$ cat config.mk
export PLATFORM = sky130hd
export DESIGN_NAME = axi4lite_regbus_bridge
export DESIGN_NICKNAME = d
export VERILOG_FILES = /design/src/rtl/axi4lite_regbus_bridge.sv
export SDC_FILE = /design/constraint.sdc
export NUM_CORES = 1
export LEC_CHECK = 0
export BUFFER_PORTS_ARGS = -buffer_cell sky130_fd_sc_hd__buf_2
export CAP_MARGIN = 25
export CORE_UTILIZATION = 45
export DETAILED_ROUTE_END_ITERATION = 7
export HOLD_SLACK_MARGIN = 0.12
export PLACE_DENSITY = 0.74
export SETUP_SLACK_MARGIN = 0.3
export SLEW_MARGIN = 20
export SYNTH_ARGS = -nofsm -noshare
export SYNTH_HDL_FRONTEND = slang
export SYNTH_SLANG_ARGS = --single-unit
$ cat constraint.sdc
create_clock -name ACLK -period 16.19 [get_ports ACLK]
set_clock_uncertainty 0.15 [all_clocks]
set_input_delay 2.4285 -clock ACLK [delete_from_list [all_inputs] [get_ports ACLK]]
set_output_delay 2.4285 -clock ACLK [all_outputs]
set_load 0.02 [all_outputs]
$ cat src/rtl/axi4lite_regbus_bridge.sv
// AXI4-Lite slave that turns each AXI read or write into one held request on
// the register-map bus. Each channel has a one-deep holding register. Reads and
// writes are arbitrated fairly. Addresses outside the decode window get DECERR,
// and a request that never completes is ended with SLVERR after a timeout.
module axi4lite_regbus_bridge #(
  parameter int unsigned      DATA_WIDTH     = 32,
  parameter int unsigned      ADDR_WIDTH     = 32,
  parameter longint unsigned  ADDR_BASE      = 0,
  parameter longint unsigned  ADDR_SPAN      = 4096,
  parameter int unsigned      TIMEOUT_CYCLES = 255,
  localparam int unsigned     STRB_WIDTH     = DATA_WIDTH / 8
) (
  input  logic                  ACLK,
  input  logic                  ARESET,
  input  logic [ADDR_WIDTH-1:0] AWADDR,
  input  logic                  AWVALID,
  output logic                  AWREADY,
  input  logic [DATA_WIDTH-1:0] WDATA,
  input  logic [STRB_WIDTH-1:0] WSTRB,
  input  logic                  WVALID,
  output logic                  WREADY,
  output logic [1:0]            BRESP,
  output logic                  BVALID,
  input  logic                  BREADY,
  input  logic [ADDR_WIDTH-1:0] ARADDR,
  input  logic                  ARVALID,
  output logic                  ARREADY,
  output logic [DATA_WIDTH-1:0] RDATA,
  output logic [1:0]            RRESP,
  output logic                  RVALID,
  input  logic                  RREADY,
  output logic                  bus_req,
  output logic                  bus_req_is_wr,
  output logic [ADDR_WIDTH-1:0] bus_addr,
  output logic [DATA_WIDTH-1:0] bus_wr_data,
  output logic [DATA_WIDTH-1:0] bus_wr_biten,
  input  logic                  bus_req_stall_wr,
  input  logic                  bus_req_stall_rd,
  input  logic                  bus_ready,
  input  logic [DATA_WIDTH-1:0] bus_rd_data,
  input  logic                  bus_err
);

  localparam logic [1:0] S_IDLE = 2'd0;
  localparam logic [1:0] S_REQ  = 2'd1;
  localparam logic [1:0] S_RESP = 2'd2;

  // Decode bounds are one bit wider than the address so BASE+SPAN cannot wrap.
  localparam logic [ADDR_WIDTH:0] RANGE_LO = (ADDR_WIDTH+1)'(ADDR_BASE);
  localparam logic [ADDR_WIDTH:0] RANGE_HI = (ADDR_WIDTH+1)'(ADDR_BASE + ADDR_SPAN);

  logic [1:0]            state;
  logic                  aw_full, w_full, ar_full;
  logic [ADDR_WIDTH-1:0] aw_addr, ar_addr;
  logic [DATA_WIDTH-1:0] w_data;
  logic [STRB_WIDTH-1:0] w_strb;
  logic                  gnt_wr, last_wr;
  logic [1:0]            resp;
  logic [DATA_WIDTH-1:0] rdata;
  logic [31:0]           tmo_cnt;

  logic                  aw_hs, w_hs, ar_hs, b_hs, r_hs;
  logic                  wr_pend, rd_pend, grant_any, pick_wr, in_range, timed_out;
  logic [ADDR_WIDTH-1:0] pick_addr;

  assign AWREADY = !aw_full && !ARESET;
  assign WREADY  = !w_full  && !ARESET;
  assign ARREADY = !ar_full && !ARESET;

  assign aw_hs = AWVALID && AWREADY;
  assign w_hs  = WVALID  && WREADY;
  assign ar_hs = ARVALID && ARREADY;
  assign b_hs  = BVALID  && BREADY;
  assign r_hs  = RVALID  && RREADY;

  assign wr_pend   = aw_full && w_full && !bus_req_stall_wr;
  assign rd_pend   = ar_full && !bus_req_stall_rd;
  assign grant_any = wr_pend || rd_pend;
  // On a tie the channel that did not win last time is served.
  assign pick_wr   = wr_pend && (!rd_pend || !last_wr);
  assign pick_addr = pick_wr ? aw_addr : ar_addr;
  assign in_range  = ({1'b0, pick_addr} >= RANGE_LO) && ({1'b0, pick_addr} < RANGE_HI);
  assign timed_out = (TIMEOUT_CYCLES != 0) && (tmo_cnt == 32'(TIMEOUT_CYCLES));

  assign bus_req       = (state == S_REQ);
  assign bus_req_is_wr = bus_req && gnt_wr;
  assign bus_addr      = gnt_wr ? aw_addr : ar_addr;
  assign bus_wr_data   = w_data;

  assign BVALID = (state == S_RESP) && gnt_wr;
  assign RVALID = (state == S_RESP) && !gnt_wr;
  assign BRESP  = resp;
  assign RRESP  = resp;
  assign RDATA  = rdata;

  // Expand each byte strobe of the held write into eight bit enables.
  always_comb begin
    bus_wr_biten = '0;
    for (int i = 0; i < STRB_WIDTH; i++) begin
      bus_wr_biten[i*8 +: 8] = {8{w_strb[i]}};
    end
  end

  // Per-channel holding registers: filled on the handshake, freed by the response.
  always_ff @(posedge ACLK or posedge ARESET) begin
    if (ARESET) begin
      aw_full <= 1'b0;
      w_full  <= 1'b0;
      ar_full <= 1'b0;
      aw_addr <= '0;
      ar_addr <= '0;
      w_data  <= '0;
      w_strb  <= '0;
    end else begin
      if (aw_hs) begin
        aw_full <= 1'b1;
        aw_addr <= AWADDR;
      end else if (b_hs) begin
        aw_full <= 1'b0;
      end
      if (w_hs) begin
        w_full <= 1'b1;
        w_data <= WDATA;
        w_strb <= WSTRB;
      end else if (b_hs) begin
        w_full <= 1'b0;
      end
      if (ar_hs) begin
        ar_full <= 1'b1;
        ar_addr <= ARADDR;
      end else if (r_hs) begin
        ar_full <= 1'b0;
      end
    end
  end

  // Arbitrate, decode, hold the bus request and present the AXI response.
  always_ff @(posedge ACLK or posedge ARESET) begin
    if (ARESET) begin
      state   <= S_IDLE;
      gnt_wr  <= 1'b0;
      last_wr <= 1'b0;
      resp    <= 2'b00;
      rdata   <= '0;
      tmo_cnt <= '0;
    end else begin
      case (state)
        S_IDLE: begin
          tmo_cnt <= '0;
          if (grant_any) begin
            gnt_wr  <= pick_wr;
            last_wr <= pick_wr;
            if (!in_range) begin
              resp  <= 2'b11;
              rdata <= '0;
              state <= S_RESP;
            end else begin
              state <= S_REQ;
            end
          end
        end
        S_REQ: begin
          if (bus_ready) begin
            resp <= bus_err ? 2'b10 : 2'b00;
            if (!gnt_wr) begin
              rdata <= bus_rd_data;
            end
            state <= S_RESP;
          end else if (timed_out) begin
            resp  <= 2'b10;
            rdata <= '0;
            state <= S_RESP;
          end else begin
            tmo_cnt <= tmo_cnt + 32'd1;
          end
        end
        S_RESP: begin
          if (b_hs || r_hs) begin
            state <= S_IDLE;
          end
        end
        default: state <= S_IDLE;
      endcase
    end
  end

endmodule
==> reports/qor.txt <==
Die Y - 132.9 um
DP HPWL - 13570 um
final period utilization - 34.03%
R2R setup slack - 13.27 ns
routability cong. - 0.7693
Final TNS setup - 0 ns
initial core utilization - 46.36%
pwr dens - 182.1 nW/um^2
max-cap viol count - 0
CTS root buf - clkbuf_16
asr flop ratio synth - 100.0%
worst r2r src - last_wr
area added between synthesis and finish - 26.48%
final hold viol count - 0
status - finished, final reports clean
number of synthesized flops with an enable pin - 0
synthesized area - 7715 um^2
number of setup violations in the final report - 0
Worst Hold Depth - 1
postcts setup bufs - 0
ratio of cells with drive above 1 in the final layout - 53.11%
DRC Markers - 0
area of the core - 16640 um^2
Worst IR Drop VDD - 0.1133 mV
Max-slew headroom - 40.69%
Ports - 282
count leader, synth - dfrtp_1
Clk Latency, worst-skew pair - 0.42 ns
Lkg Pwr - 4.664 nW
DRT Wirelength - 18930 um
Routed Antenna Nets - 0
worst path arrival time - 2.93 ns
post-synth top area cell - dfrtp_1
Hold Startpoint - RDATA[22]
FF-to-FF End - RDATA[19]
Min-Delay Path Class - reg -> reg
worst-case clock buffer depth - 2
crit path kind - in -> out
Seq/Total Area, Yosys - 55.79%
Final Hold Slack - 0.3473 ns
Startpoint Class - primary input
drt first pass iters - 5
Via Count - 5824
syn avg cell area - 12.61 um^2
unrepaired setup endpoints after global routing - no
Finished Core Util - 58.63%
syn nets - 756
drt initial violations - 337
pin count of the biggest net entering global routing - 95
share of the synthesized area in the top cell type - 55.79%
first-pass GRT wire length - 30240 um
# rows - 47
CP required - 13.61 ns
measured slew at the worst slew-check pin - 0.8897 ns
drt wl/cell - 17.38 um
Hold EP - RDATA[22]
Seq cells post-synth - 172
CTS buffer count - 17
via/cell ratio - 5.348
vias in the first global route - 5688
post-synth cell types - 44
Synth Flop Type - dfrtp_1
top post-synthesis cells by area - dfrtp_1 (56%), mux2_2 (19%), a22o_1 (3.6%), buf_4 (2.9%), nor4_1 (1.9%)
IO Port Bufs - 281
cts hold-fix bufs - 0
R2R cell count - 6
Cells after Synth - 612
critical path peak fanout - 4
endpoint type of the worst setup path - output port
Reg clk slew, reported paths - 0.07 ns
Fmax - 181.5 MHz
CTS tree - done
grt total ovfl - 0
top cells by count, synth - dfrtp_1 (172), mux2_2 (132), a22o_1 (32)
die area - 17670 um^2
Max Transition Viols Final - 0
initial antenna violation count - 2
H-tree Lvls - 4
Final nets - 1000
die width - 132.9 um
Ys Warns - 0
Tmin final - 5.510 ns
post-CTS sizing - 0
CTS Sinks - 172
All-Layer GR Usage - 22.11%
==> layout make-up <==
cell class,count,area [um^2]
fill,1393,6884
sequential,172,4305
multi-input combinational,370,3015
timing repair buffer,290,1494
clock buffer,18,439.2
tap,220,275.3
clock inverter,13,202.7
inverter,5,23.77
antenna,1,2.502
==> worst max path at each step <==
stage / from / endpoint / slack, ns / depth (start not counted)
floorplan: ARESET / BRESP[0] / 8.95 / 1
finish: ARESET / WREADY / 10.68 / 3
global route: ARESET / AWREADY / 10.63 / 3
global placement: ARESET / WREADY / 10.67 / 3
detailed placement: ARESET / WREADY / 10.66 / 3
CTS: ARESET / WREADY / 10.66 / 3
==> per-stage QoR <==
step / cells / cell area [um^2] / total power [mW] / setup WS [ns]
2_1_floorplan: 612 / 7715 / 1.166 / 8.951
3_3_place_gp: 1056 / 9086 / 1.334 / 10.67
3_5_place_dp: 1056 / 9086 / 1.347 / 10.66
4_1_cts: 1087 / 9728 / 1.796 / 10.66
5_1_grt: 1089 / 9758 / 1.869 / 10.63
6_report: 1089 / 9758 / 1.777 / 10.68
==> state kept, by name (all words and copies together) (netlist names) <==
| register | flops |
|---|---|
| last_wr | 1 |
| aw_full | 1 |
| bus_wr_data | 32 |
| BRESP | 2 |
| state | 2 |
| ar_addr | 32 |
| tmo_cnt | 32 |
| aw_addr | 32 |
| RDATA | 32 |
| w_strb | 4 |
| w_full | 1 |
| ar_full | 1 |
==> per-layer routing <==
metal,vias to the layer above,wire length (um),global-route usage (%)
met4,2,303,7.280
li1,2711,-,-
met5,-,13,0
met3,23,1259,6.054
met2,196,9287,34.96
met1,2892,8062,29.40
==> where the power goes <==
part           total [mW]  internal, mW  switching [mW]
combinational       0.662         0.291           0.371
clock               0.444         0.266           0.177
sequential          0.672         0.563           0.108
==> placed cells by master, fill, tap and decap left out, types with 3 or more instances in the layout <==
master,n
xnor2_1,11
dfrtp_1,171
a21oi_1,15
a21o_1,4
or4_1,11
a41o_1,3
o31ai_1,6
a22o_1,32
and4_1,3
nor2_1,25
buf_4,8
a31oi_1,4
or3_1,6
o211ai_1,4
bufinv_16,4
clkbuf_16,17
inv_1,4
and3_1,4
buf_2,281
nand4_1,10
nand2_1,25
mux2_2,132
o21ai_0,9
and2_1,4
inv_6,5
nand3_1,11
nor4_1,24
==> logic make-up (layout without fill, tap and decap cells) <==
| group | count (synthesis) | count (layout) | synth area share, % |
|---|---|---|---|
| xor gates and xnor gates | 11 | 11 | 1.249 |
| buffers and inverters | 70 | 326 | 5.157 |
| and+or+nand+nor | 137 | 137 | 9.714 |
| other | 0 | 1 | 0 |
| AOI/OAI and AO/OA | 88 | 88 | 8.531 |
| muxes | 133 | 133 | 19.40 |
| DFF | 172 | 172 | 55.79 |
| adders and majority gates | 1 | 1 | 0.1622 |
==> critical path, stage by stage <==
cell    delay, ns
buf_2        0.15
nor2_1       0.14
buf_2        0.20
Power figures use the tool's default switching activity.
